$ cat src/rtl/mcu_8bit_mem_arbiter.sv
// Arbiter that shares one single-port synchronous memory between instruction fetch and load/store.
// Data has priority. A wait counter forces a fetch through, and a data-side lock holds the bus for read-modify-write.
module mcu_8bit_mem_arbiter #(
    parameter int ADDR_W   = 8,
    parameter int DATA_W   = 8,
    parameter int MAX_WAIT = 3
) (
    input  logic              Clk,
    input  logic              Reset,
    input  logic              fetchReq,
    input  logic [ADDR_W-1:0] fetchAddr,
    output logic              fetchGnt,
    output logic              fetchRvalid,
    output logic [DATA_W-1:0] fetchRdata,
    input  logic              dataReq,
    input  logic              dataWe,
    input  logic              dataLock,
    input  logic [ADDR_W-1:0] dataAddr,
    input  logic [DATA_W-1:0] dataWdata,
    output logic              dataGnt,
    output logic              dataRvalid,
    output logic [DATA_W-1:0] dataRdata,
    output logic              memEn,
    output logic              memWe,
    output logic [ADDR_W-1:0] memAddr,
    output logic [DATA_W-1:0] memWdata,
    input  logic [DATA_W-1:0] memRdata,
    output logic [3:0]        starveCnt
);

    localparam logic [3:0] STARVE_MAX = 4'(MAX_WAIT);

    logic [3:0] starve_q, starve_d;
    logic       lock_q, lock_d;
    logic       fetch_rvalid_q, fetch_rvalid_d;
    logic       data_rvalid_q, data_rvalid_d;
    logic       fetch_win, data_win;

    // A held lock beats a saturated fetch counter; an idle lock request falls through to the normal order.
    always_comb begin
        fetch_win = 1'b0;
        data_win  = 1'b0;
        if (!Reset) begin
            if (lock_q && dataReq) begin
                data_win = 1'b1;
            end else if ((starve_q == STARVE_MAX) && fetchReq) begin
                fetch_win = 1'b1;
            end else if (dataReq) begin
                data_win = 1'b1;
            end else if (fetchReq) begin
                fetch_win = 1'b1;
            end
        end
    end

    always_comb begin
        memEn    = fetch_win | data_win;
        memWe    = data_win & dataWe;
        memAddr  = '0;
        memWdata = '0;
        if (data_win) begin
            memAddr  = dataAddr;
            memWdata = dataWdata;
        end else if (fetch_win) begin
            memAddr = fetchAddr;
        end
    end

    always_comb begin
        starve_d = '0;
        if (fetchReq && !fetch_win) begin
            starve_d = (starve_q == STARVE_MAX) ? starve_q : starve_q + 4'd1;
        end

        lock_d = lock_q;
        if (data_win) begin
            lock_d = dataLock;
        end else if (lock_q && !dataReq) begin
            lock_d = 1'b0;
        end

        fetch_rvalid_d = fetch_win;
        data_rvalid_d  = data_win & ~dataWe;
    end

    always_ff @(posedge Clk or posedge Reset) begin
        if (Reset) begin
            starve_q       <= '0;
            lock_q         <= 1'b0;
            fetch_rvalid_q <= 1'b0;
            data_rvalid_q  <= 1'b0;
        end else begin
            starve_q       <= starve_d;
            lock_q         <= lock_d;
            fetch_rvalid_q <= fetch_rvalid_d;
            data_rvalid_q  <= data_rvalid_d;
        end
    end

    assign fetchGnt    = fetch_win;
    assign dataGnt     = data_win;
    assign fetchRvalid = fetch_rvalid_q;
    assign dataRvalid  = data_rvalid_q;
    assign fetchRdata  = memRdata;
    assign dataRdata   = memRdata;
    assign starveCnt   = starve_q;

endmodule

$ cat config.mk
export PLATFORM = sky130hd
export DESIGN_NAME = mcu_8bit_mem_arbiter
export DESIGN_NICKNAME = d
export VERILOG_FILES = /design/src/rtl/mcu_8bit_mem_arbiter.sv
export SDC_FILE = /design/constraint.sdc
export NUM_CORES = 1
export LEC_CHECK = 0
export ABC_AREA = 1
export CAP_MARGIN = 20
export CORE_UTILIZATION = 29
export CTS_CLUSTER_DIAMETER = 120
export DETAILED_ROUTE_END_ITERATION = 6
export PLACE_DENSITY = 0.87
export SKIP_LAST_GASP = 1
export SLEW_MARGIN = 20
export SYNTH_ARGS = -nofsm -noshare
export SYNTH_HDL_FRONTEND = slang
export SYNTH_SLANG_ARGS = --single-unit
$ cat constraint.sdc
create_clock -name Clk -period 2.8 [get_ports Clk]
set_clock_uncertainty 0.1 [all_clocks]
set_input_delay 0.56 -clock Clk [delete_from_list [all_inputs] [get_ports Clk]]
set_output_delay 0.56 -clock Clk [all_outputs]
set_load 0.03 [all_outputs]
==> results of run 1 <==
## synthesized netlist by cell type
cell type	number
sky130_fd_sc_hd__nor2_4	1
sky130_fd_sc_hd__nand3_1	14
sky130_fd_sc_hd__ha_1	1
sky130_fd_sc_hd__buf_6	1
sky130_fd_sc_hd__nand3_2	1
sky130_fd_sc_hd__nor2_1	15
sky130_fd_sc_hd__inv_4	1
sky130_fd_sc_hd__nor2_2	1
sky130_fd_sc_hd__inv_2	1
sky130_fd_sc_hd__nand2_2	1
sky130_fd_sc_hd__nand2_1	23
sky130_fd_sc_hd__inv_1	15
sky130_fd_sc_hd__xnor2_1	1
sky130_fd_sc_hd__buf_4	16
sky130_fd_sc_hd__xor2_1	1
sky130_fd_sc_hd__dfrtp_1	7
sky130_fd_sc_hd__nor2_8	1
sky130_fd_sc_hd__nand4_1	2
sky130_fd_sc_hd__nand2_4	3
## metrics by stage
stage	area, µm²	utilization	cells
finish	1190	0.524	182
floorplan	716	-	106
global placement	1170	0.513	178
global route	1190	0.524	182
detailed placement	1170	0.513	178
CTS	1190	0.524	182
## kinds of logic (layout without fill, tap and decap cells)
group,Yosys count,in the layout,share of synthesized area
DFF,7,7,0.245
and+or+nand+nor,62,62,0.437
xor gates and xnor gates,2,2,0.0245
adders and majority gates,1,1,0.0175
buffers and inverters,34,82,0.276
## critical path, cell delays in order
cell and delay (ns):
sky130_fd_sc_hd__clkdlybuf4s50_1 0.48, sky130_fd_sc_hd__inv_1 0.10, sky130_fd_sc_hd__nor2_4 0.16, sky130_fd_sc_hd__nand2_4 0.07, sky130_fd_sc_hd__nand2_4 0.05, sky130_fd_sc_hd__inv_1 0.04
sky130_fd_sc_hd__clkdlybuf4s50_1 0.58
## metal layers
metal	track usage	part of all wire
met5	0	0
met4	0.108	0.026
met3	0.0322	0.083
met2	0.318	0.55
met1	0.146	0.34
## worst min path at each step
stage	start	endpoint	slack, ns
after global placement	lock_q	lock_q	0.41
after detailed placement	lock_q	lock_q	0.45
after floorplan	Reset	dataRvalid	0.23
final	lock_q	lock_q	0.46
after global routing	starveCnt[1]	starveCnt[1]	0.49
after CTS	lock_q	lock_q	0.47
## where the power goes
group | internal [mW] | switching (mW)
Combinational | 0.0850 | 0.0927
Clock | 0.0544 | 0.0376
Sequential | 0.108 | 0.00636
Total | 0.247 | 0.137
## final cells by class
class	instances	area, µm²	share of cell area
timing repair buffer	61	548	0.459
multi-input combinational	65	343	0.287
sequential	7	175	0.147
inverter	17	66.3	0.0556
tap	28	35.0	0.0294
clock buffer	4	26.3	0.0220
## sequential cells by signal, indices dropped and copies added (netlist names)
name / cells
starveCnt: 4
fetchRvalid: 1
dataRvalid: 1
lock_q: 1
==> results by stage, run 1 <==
Cells and area:
- Leaving out fill and tap cells, the most frequent cell in the layout is sky130_fd_sc_hd__clkdlybuf4s50_1.
- The number of fill cells is 222.
- The count of nets after finishing is 194.
- The final antenna diode count is 0.
- Of the cells placed in the final design, the portion with a size suffix greater than 1 is 0.247.
- The growth of design area from synthesis to finish is 66.8%.
- In the layout the commonest cells are sky130_fd_sc_hd__clkdlybuf4s50_1, sky130_fd_sc_hd__buf_4, sky130_fd_sc_hd__nand2_1.

Yosys:
- The count of mapped cells out of synthesis is 106.
- The post-synth net total is 145.
- The count of state elements after synthesis is 7.
- After synthesis, the cell types taking the most area are sky130_fd_sc_hd__dfrtp_1, sky130_fd_sc_hd__buf_4, sky130_fd_sc_hd__nand2_1.
- Each instance of the synthesized netlist takes up on average 6.75 µm².
- The post-synthesis cell area is 716 µm².
- The total of warnings raised by yosys is 0.
- The area share of the leading cell type in the synthesized netlist is 0.245.
- The sequential-to-total area share from yosys stat is 0.245.
- The number of distinct library cells after synthesis is 19.
- The library cell with the largest summed area after synthesis is sky130_fd_sc_hd__dfrtp_1.

Setup path:
- The worst setup slack for register-to-register paths is 1.31 ns.
- The worst setup path is of the in2out kind.
- The required time of the worst setup path is 2.14 ns.
- In this run the worst setup path terminates at dataGnt.
- The number of cells traversed by the worst register-to-register path is 7.
- In this run the worst setup path begins at fetchReq.
- The category of the worst setup path capture point is an output pin.
- The worst setup path is launched from a primary input.
- Of all nets on the critical path, the largest fanout is 3.
- The arrival time at the worst endpoint is 2.03 ns.
- The worst register-to-register path begins at starveCnt[0].
- The endpoint of the most critical register-to-register path is lock_q.

Timing:
- The accumulated negative setup slack is 0 ns.
- The ratio of final minimum period to clock period is 0.962.
- The worst hold slack is 0.459 ns.
- The final period demand of the worst path is 2.69 ns.
- Setup repair after global routing left no endpoint under its margin.
- Headroom to the max-slew limit came out at 0.791.
- For the pin with the worst max-slew slack, the measured transition is 0.313 ns.
- The final count of negative-setup-slack endpoints is 0.
- The final number of max-transition violations was 0.
- The final worst-path setup slack is 0.107 ns.
- The hold violation total from the final report is 0.
- Derived from the worst setup path, the maximum achievable clock frequency is 371 MHz.

Die:
- The number of placement rows is 17.
- The number of ports placed on the die boundary is 80.
- The die outline area is 2670 µm².
- From left edge to right edge, the die measures 51.7 µm.
- The placeable core region is 2280 µm².
- The die is 51.7 µm tall.
- The initial utilization of the core area, before any placement, comes to 0.314.

Detailed routing:
- For this run, design rule violations remaining after detail routing come to 0.
- The count of routing violations after the opening detailed-route iteration is 6.
- After detailed routing, the number of vias per cell comes to 4.45.
- For this block, the routed nets add up to 2000 µm of wire.
- The detailed router placed 810 vias in this run.
- The total iterations of the first detailed-routing run is 3.
- The wire length per cell after detailed routing is 11.0 µm.
- The antenna violation net count after detailed routing is 0.

Clock tree:
- The clock passes through at most 2 buffers.
- The maximum level of the CTS H-tree is 1.
- The hold buffer count at cts is 0.
- TritonCTS built the clock tree.
- The cell at the root of the clock tree is sky130_fd_sc_hd__clkbuf_4.
- Once the clock tree was built, the setup fixing pass inserted 0 buffers.
- The number of clock sinks is 7.
- The later-pin clock latency in the skew report is 0.25 ns.
- The clock slew at the register clock pins of the worst setup and hold paths is 0.05 ns.
- Gates resized during post-CTS repair numbered 0.
- Clock tree synthesis inserted a total of 3 buffers.

Power:
- The static leakage is 0.646 nW.
- Power comes to 0.384 mW.
- The ratio of total power to cell area is 321 nW/µm².
- The highest ir drop seen on vdd is 0.149 mV.

Run:
- The count of maximum capacitance violations is 0.

Placement:
- The placer congestion estimate is 0.685.
- The number of buffers inserted by port buffering is 55.
- Before CTS, the worst setup slack after placement is 0.104 ns.
- The total half-perimeter wirelength after legalization and detailed placement is 1750 µm.

Hold path:
- The hold-critical path depth is 2.
- The worst hold path belongs to the class reg2reg.

Global routing:
- The total congestion overflow after global routing is 0.
- The number of antenna violations at the first check in global routing came to 0.
- The global-route wire length before repair is 3160 µm.
- The all-layer global routing usage is 0.162.
- The via count of the first global-routing pass came to 757.
- Entering global routing, the biggest net connects 12 pins.

Run status:
- The run finished with clean final reports.
No activity file was read; power rests on OpenSTA's default activity.
==> inputs of run 2 (changes only) <==
--- a/config.mk
+++ b/config.mk
@@ -5,12 +5,12 @@
 export SDC_FILE = /design/constraint.sdc
 export NUM_CORES = 1
 export LEC_CHECK = 0
-export ABC_AREA = 1
+export ABC_AREA = 0
 export CAP_MARGIN = 20
-export CORE_UTILIZATION = 29
+export CORE_UTILIZATION = 31
 export CTS_CLUSTER_DIAMETER = 120
 export DETAILED_ROUTE_END_ITERATION = 6
-export PLACE_DENSITY = 0.87
+export PLACE_DENSITY = 0.88
 export SKIP_LAST_GASP = 1
 export SLEW_MARGIN = 20
 export SYNTH_ARGS = -nofsm -noshare
==> run 2 against run 1 <==
- area after synthesis rose by 10%
- power fell by 1.6%
- maximum frequency rose by 1.9%
- critical path depth did not move
- combinational power fell by 3%
- highest routed layer unchanged
- via count rose by 2.3%
- global-route usage rose by 0.38 points
- largest cell class unchanged
- register-to-register slack got worse by 0.25 ns
- sequential share of layout area fell by 0.72 points
- routed wire length rose by 12%
==> results by stage, run 2 <==
Run status:
- The flow ran to the end, and the final reports show no timing, DRC or antenna violations.

Clock tree:
- The number of buffers created by CTS is 3 (unchanged).
- The later-pin clock latency in the skew report was 0.26 ns (about the same).
- The maximum number of buffers from clock root to sink came to 2 (unchanged).
- CTS placed an instance of sky130_fd_sc_hd__clkbuf_4 at the clock tree root.
- The clock slew at the register clock pins of the worst setup and hold paths is 0.05 ns (about the same).
- The number of clock sinks is 7 (unchanged).
- TritonCTS built the clock tree.
- The maximum level of the CTS H-tree was 1 (unchanged).

Die:
- The vertical extent of the die is 52.4 µm (+1.4%).
- The die outline area was 2740 µm² (+2.8%).
- The die outline width came to 52.4 µm (+1.4%).
- The placeable core region came to 2300 µm² (+0.93%).
- The number of placement rows is 17 (unchanged).
- The number of ports placed on the die boundary is 80 (unchanged).
- The starting utilization of the core area is 0.343 (+0.0281).

Yosys:
- sky130_fd_sc_hd__buf_4 is the most common cell in the netlist.
- Among all flip-flop cells after synthesis, the most frequent one is sky130_fd_sc_hd__dfrtp_1.
- The library cell with the largest summed area after synthesis is sky130_fd_sc_hd__dfrtp_1.
- The number of distinct library cells after synthesis was 28 (+9).
- The count of mapped cells out of synthesis is 96 (-9.4%).
- After synthesis, the most frequently instantiated cells are sky130_fd_sc_hd__buf_4, sky130_fd_sc_hd__a21oi_1, sky130_fd_sc_hd__and2_4.
- The mean instance size in the synthesized netlist is 8.20 µm² (+21%).
- The async set-or-reset flop fraction in the synthesized netlist is 1.00 (unchanged).
- The post-synthesis cell area was 787 µm² (+10%).
- The sequential-to-total area share from yosys stat is 0.223 (-0.0222).
- The post-synth net total is 135 (-6.9%).
- The count of state elements after synthesis is 7 (unchanged).
- The number of flops mapped to enable cells by yosys is 0 (unchanged).
- By area the synthesized netlist is led by sky130_fd_sc_hd__dfrtp_1, sky130_fd_sc_hd__buf_4, sky130_fd_sc_hd__and2_4.
- The total of warnings raised by yosys is 0 (unchanged).
- The area share of the leading cell type in the synthesized netlist is 0.223 (-0.0222).

Timing:
- The final number of max-transition violations is 0 (unchanged).
- The final count of negative-setup-slack endpoints was 0 (unchanged).
- The hold violation total from the final report came to 0 (unchanged).
- Setup repair after global routing left no endpoint under its margin.
- The relative slew slack is 0.643 (-0.148).
- The ratio of final minimum period to clock period is 0.944 (-0.0175).
- The worst hold slack is 0.489 ns (+0.0297 ns).
- The maximum clock rate came to 378 MHz (+1.9%).
- The accumulated negative setup slack is 0 ns (unchanged).
- The slew of the pin with the lowest slew margin is 0.534 ns (+0.221 ns).
- The final period demand of the worst path was 2.64 ns (-0.0490 ns).

Global routing:
- The total congestion overflow after global routing is 0 (unchanged).
- The all-layer global routing usage is 0.166 (+0.00380).
- The largest net degree at the start of global routing was 22 (+10).
- The number of antenna violations at the first check in global routing came to 0 (unchanged).
- The global-route wire length before repair is 3370 µm (+6.8%).
- The via count of the first global-routing pass is 774 (+2.2%).

Cells and area:
- The share of post-route cells with drive strength above 1 is 0.312 (+0.0653).
- The final antenna diode count is 0 (unchanged).
- The final instance area is 1250 µm² (+5.1%).
- The final cell count without fillers came to 169 (-7.1%).
- The flip-flop count of the largest register after layout is 4 (unchanged).
- The count of nets after finishing is 181 (-6.7%).
- The most common cell after layout, fill and taps aside is sky130_fd_sc_hd__clkdlybuf4s50_1.
- The number of fill cells is 225 (+1.4%).
- The area of combinational cells with multiple inputs was 445 µm² (+30%).
- The library cells used most frequently in the layout, excluding fill and tap cells, are sky130_fd_sc_hd__clkdlybuf4s50_1, sky130_fd_sc_hd__buf_4, sky130_fd_sc_hd__a21oi_1.
- The sequential cell area came to 175 µm² (unchanged).
- Relative to the synthesized area, the layout overhead comes to 59.5%.
- The fraction of the core area covered by cells at the end of the flow is 0.546 (+0.0218).

Placement:
- The total half-perimeter wirelength after legalization and detailed placement is 1790 µm (+2.6%).
- The post-placement cell area is 1230 µm² (+5.0%).
- The number of placed instances with taps included came to 165 (-7.3%).
- The number of buffers inserted by port buffering is 55 (unchanged).
- The placer congestion estimate came to 0.719 (+4.9%).

Run:
- The count of maximum capacitance violations is 0 (unchanged).

Setup path:
- The worst setup slack for register-to-register paths came to 1.06 ns (-0.25 ns).
- The critical path start-end classification is reg2out.
- The critical path's largest stage delay is 0.42 ns (-0.16 ns).
- The worst setup path is launched from a flip-flop.
- The slowest library cell on the worst path is sky130_fd_sc_hd__dfrtp_1.
- The largest fanout on the critical path came to 17 (+14).
- The arrival time at the worst endpoint is 1.98 ns (-0.05 ns).
- STA classifies the critical path endpoint as an output pin.
- The cell that appears most often on the critical path is sky130_fd_sc_hd__buf_4.
- Walking the worst path, the cells encountered are ha_1 -> nor4b_4 -> buf_4 -> a211oi_2 -> buf_4 -> and2_4 -> buf_4.
- The required time of the worst setup path was 2.14 ns (about the same).

Detailed routing:
- The number of remaining DRC errors came to 0 (unchanged).
- The count of routing violations after the opening detailed-route iteration is 5 (-1).
- The antenna violation net count after detailed routing came to 0 (unchanged).
- The total number of vias was 829 (+2.3%).
- The total routed wirelength came to 2250 µm (+12%).
- The wire length per cell after detailed routing is 13.3 µm (+21%).
- The total iterations of the first detailed-routing run came to 4 (+1).
- The detail-routed via count per cell is 4.91 (+10%).

Power:
- The static leakage is 0.581 nW (-10%).
- The highest ir drop seen on vdd is 0.208 mV (+40%).
- The ratio of total power to cell area is 301 nW/µm² (-6.4%).

Hold path:
- The worst hold path belongs to the class reg2reg.
## run 2: final cells by class
| class | instances | area share |
|---|---|---|
| timing repair buffer | 63 | 0.451 |
| multi-input combinational | 65 | 0.355 |
| sequential | 7 | 0.140 |
| tap | 28 | 0.0279 |
| clock buffer | 4 | 0.0209 |
| inverter | 2 | 0.00598 |
## run 2: path summary, 6_finish.rpt
kind,from,end,cells after the start
setup / recovery,starveCnt[0],memWdata[5],7
hold / removal,starveCnt[1],starveCnt[1],1
setup reg to reg,starveCnt[0],lock_q,4
hold reg to reg,starveCnt[1],starveCnt[1],1
max in group asynchronous,Reset,starveCnt[3],3
min in group asynchronous,Reset,lock_q,3
## run 2: layer usage
layer	up-vias	wire length, µm	track usage
met5	-	0	0
met4	0	36	0.0746
met3	7	135	0.0290
met2	33	1160	0.297
met1	376	908	0.188
li1	413	-	-
## run 2: metrics by stage
| stage | setup slack (ns) | total power [mW] |
|---|---|---|
| after global routing | 0.0553 | 0.397 |
| after CTS | 0.0832 | 0.381 |
| final | 0.156 | 0.377 |
| after detailed placement | 0.169 | 0.287 |
| after global placement | 0.160 | 0.282 |
| after floorplan | 0.193 | 0.243 |
## run 2: kinds of logic after synthesis
| logic type | count (synthesis) | synth area share |
|---|---|---|
| xor gates and xnor gates | 1 | 0.0111 |
| AOI/OAI and AO/OA | 33 | 0.291 |
| and+or+nand+nor | 30 | 0.248 |
| DFF | 7 | 0.223 |
| buffers and inverters | 24 | 0.211 |
| adders and majority gates | 1 | 0.0159 |
## run 2: timing repair
action / in CTS / in global routing
hold buffers: 0 / 0
endpoints found under the setup margin: 0 / 1
setup buffers: 0 / 0
endpoints found under the hold margin: 0 / 0
resized for setup: 0 / 1
## run 2: critical path, delay by kind of cell (launching register included)
family / cells / cell delay [ns]
and+or+nand+nor: 2 / 0.29
adders and majority gates: 1 / 0.25
DFF: 1 / 0.42
buffers and inverters: 3 / 0.55
AOI/OAI and AO/OA: 1 / 0.23
## run 2: power breakdown
part | total, mW | leakage, nW | switching (mW) | internal, mW
clock | 0.0933 | 0.0150 | 0.0388 | 0.0545
sequential | 0.111 | 0.0941 | 0.00471 | 0.106
combinational | 0.173 | 0.472 | 0.0839 | 0.0895
==> inputs of run 3 (changes only) <==
--- a/config.mk
+++ b/config.mk
@@ -10,7 +10,7 @@
 export CORE_UTILIZATION = 31
 export CTS_CLUSTER_DIAMETER = 120
 export DETAILED_ROUTE_END_ITERATION = 6
-export PLACE_DENSITY = 0.88
+export PLACE_DENSITY = 0.93
 export SKIP_LAST_GASP = 1
 export SLEW_MARGIN = 20
 export SYNTH_ARGS = -nofsm -noshare
==> run 3 against run 2 <==
- global-route usage down 1.7 points
- core utilization shrank 0.33 points
- sequential power is essentially flat
- largest power group unchanged
- via count down 1.6%
- critical endpoint unchanged
- non-clock buffer count decreased by 1
- combinational power is essentially flat
- critical path depth unchanged
- flip-flop and latch count unchanged
- routed wire length is 12% lower
==> results by stage, run 3 (synthesis gave the netlist of run 2 again) <==
Run status:
- The run finished with clean final reports.

Cells and area:
- The count of nets after finishing is 180 (-0.55%).
- The share of post-route cells with drive strength above 1 came to 0.307 (-0.00491).
- The final antenna diode count is 0 (unchanged).
- Leaving out fill and tap cells, the most frequent cell in the layout is sky130_fd_sc_hd__clkdlybuf4s50_1.
- The fraction of the core area covered by cells at the end of the flow was 0.543 (-0.00327).
- The number of fill cells is 212 (-5.8%).
- The flip-flop count of the largest register after layout was 4 (unchanged).
- The top cell types in the final layout, fill and taps aside, are sky130_fd_sc_hd__clkdlybuf4s50_1, sky130_fd_sc_hd__buf_4, sky130_fd_sc_hd__a21oi_1.
- Compared with the post-synthesis result, the final layout area differs by 58.5%.

Setup path:
- The reg-to-reg startpoint is starveCnt[0].
- The critical path startpoint is starveCnt[0].
- The type of element launching the critical path is a flip-flop.
- The critical path start-end classification is reg2out.
- The category of the worst setup path capture point is an output pin.
- The largest fanout on the critical path is 17 (unchanged).
- The required time of the worst setup path came to 2.14 ns (about the same).
- The arrival time at the worst endpoint is 1.96 ns (-0.02 ns).

Timing:
- Setup repair after global routing left no endpoint under its margin.
- The final number of max-transition violations is 0 (unchanged).
- The final worst-path setup slack is 0.178 ns (+0.0223 ns).
- The hold violation total from the final report is 0 (unchanged).
- The accumulated negative setup slack is 0 ns (unchanged).
- The slew of the pin with the lowest slew margin was 0.547 ns (+0.0130 ns).
- The maximum clock rate came to 381 MHz (+0.85%).
- The final count of negative-setup-slack endpoints came to 0 (unchanged).
- The relative slew slack is 0.634 (-0.00871).
- The final period demand of the worst path was 2.62 ns (-0.0223 ns).
- The ratio of final minimum period to clock period is 0.936 (-0.00798).

Clock tree:
- TritonCTS built the clock tree.
- The number of gates given a new drive strength after cts is 0 (unchanged).
- The number of clock sinks is 7 (unchanged).
- The maximum number of buffers from clock root to sink was 2 (unchanged).
- The maximum level of the CTS H-tree was 1 (unchanged).
- The clock slew at the register clock pins of the worst setup and hold paths is 0.05 ns (about the same).
- The later-pin clock latency in the skew report came to 0.25 ns (about the same).
- The hold buffer count at cts is 0 (unchanged).
- The cell at the root of the clock tree is sky130_fd_sc_hd__clkbuf_4.
- The number of buffers created by CTS is 3 (unchanged).
- The number of post-CTS setup repair buffers came to 0 (unchanged).

Detailed routing:
- The number of remaining DRC errors is 0 (unchanged).
- The total iterations of the first detailed-routing run is 4 (unchanged).
- The count of routing violations after the opening detailed-route iteration is 5 (unchanged).
- The wire length per cell after detailed routing was 11.7 µm (-12%).
- The detail-routed via count per cell is 4.86 (-0.98%).
- The total routed wirelength is 1970 µm (-12%).
- The antenna violation net count after detailed routing is 0 (unchanged).
- The total number of vias came to 816 (-1.6%).

Placement:
- The number of buffers inserted by port buffering is 55 (unchanged).
- The total half-perimeter wirelength after legalization and detailed placement is 1610 µm (-10%).
- The placer congestion estimate was 0.697 (-3.0%).
- The worst slack at placement is 0.159 ns (-0.00954 ns).

Global routing:
- The global-route wire length before repair is 3050 µm (-9.6%).
- The number of antenna violations at the first check in global routing is 0 (unchanged).
- The total congestion overflow after global routing is 0 (unchanged).
- The all-layer global routing usage came to 0.149 (-0.0173).
- The via count of the first global-routing pass came to 727 (-6.1%).
- The largest net degree at the start of global routing came to 22 (unchanged).

Power:
- The total power consumption of the routed design came to 0.371 mW (-1.8%).
- The ratio of total power to cell area came to 297 nW/µm² (-1.2%).
- The static leakage is 0.576 nW (-0.83%).
- The highest ir drop seen on vdd was 0.140 mV (-33%).

Hold path:
- The min-delay analysis places its worst path in the category reg2reg.
- The launch point of the worst hold path is starveCnt[1].

Die:
- The number of placement rows is 17 (unchanged).
- The die outline width is 52.4 µm (unchanged).
- The number of ports placed on the die boundary came to 80 (unchanged).
- The starting utilization of the core area is 0.343 (unchanged).
- The vertical extent of the die is 52.4 µm (unchanged).
- The placeable core region is 2300 µm² (unchanged).
- The die outline area is 2740 µm² (unchanged).

Run:
- The count of maximum capacitance violations is 0 (unchanged).
[run 3: cell count changes in the layout (fill, tap and decap cells not counted), sizes merged]
cell	change
buf	-1
[run 3: final cells by class]
| class | count | area (µm²) | share of cell area |
|---|---|---|---|
| Clock buffer | 4 | 26.3 | 0.0211 |
| Tap cell | 28 | 35.0 | 0.0281 |
| Inverter | 2 | 7.51 | 0.00602 |
| Sequential cell | 7 | 175 | 0.140 |
| Timing Repair Buffer | 62 | 558 | 0.447 |
| Multi-Input combinational cell | 65 | 445 | 0.357 |
[run 3: path summary, 6_finish.rpt]
kind / to / slack [ns] / cells past startpoint
max in group asynchronous: starveCnt[3] / 1.86 / 2
min in group asynchronous: fetchRvalid / 0.52 / 2
setup / recovery: memWdata[5] / 0.18 / 7
hold reg to reg: starveCnt[1] / 0.50 / 1
setup reg to reg: dataRvalid / 1.04 / 6
hold / removal: starveCnt[1] / 0.50 / 1
[run 3: critical path, stage by stage, from the launching register on]
cell and delay, ns:
sky130_fd_sc_hd__dfrtp_1 0.42, sky130_fd_sc_hd__ha_1 0.25, sky130_fd_sc_hd__nor4b_4 0.14, sky130_fd_sc_hd__buf_4 0.20, sky130_fd_sc_hd__a211oi_2 0.22, sky130_fd_sc_hd__buf_4 0.19
sky130_fd_sc_hd__and2_4 0.15, sky130_fd_sc_hd__buf_4 0.15
[run 3: report_power, final]
part           switching, mW  total [mW]  leakage [nW]  internal, mW
registers            0.00511       0.111        0.0941         0.106
clock network         0.0354      0.0897        0.0150        0.0543
logic                 0.0813       0.170         0.467        0.0886
total                  0.122       0.371         0.576         0.249
[run 3: metrics by stage]
stage | hold WS (ns) | instances | area [µm²]
final | 0.502 | 168 | 1250
after global routing | 0.536 | 168 | 1250
after CTS | 0.495 | 168 | 1240
after detailed placement | 0.484 | 164 | 1220
after global placement | 0.471 | 164 | 1220
after floorplan | 0.472 | 96 | 787
[run 3: metal layers]
| metal | up-vias | wire (µm) | track usage |
|---|---|---|---|
| li1 | 406 | - | - |
| met4 | 0 | 28 | 0.0789 |
| met2 | 44 | 973 | 0.276 |
| met5 | - | 0 | 0 |
| met3 | 7 | 191 | 0.0319 |
| met1 | 359 | 778 | 0.152 |
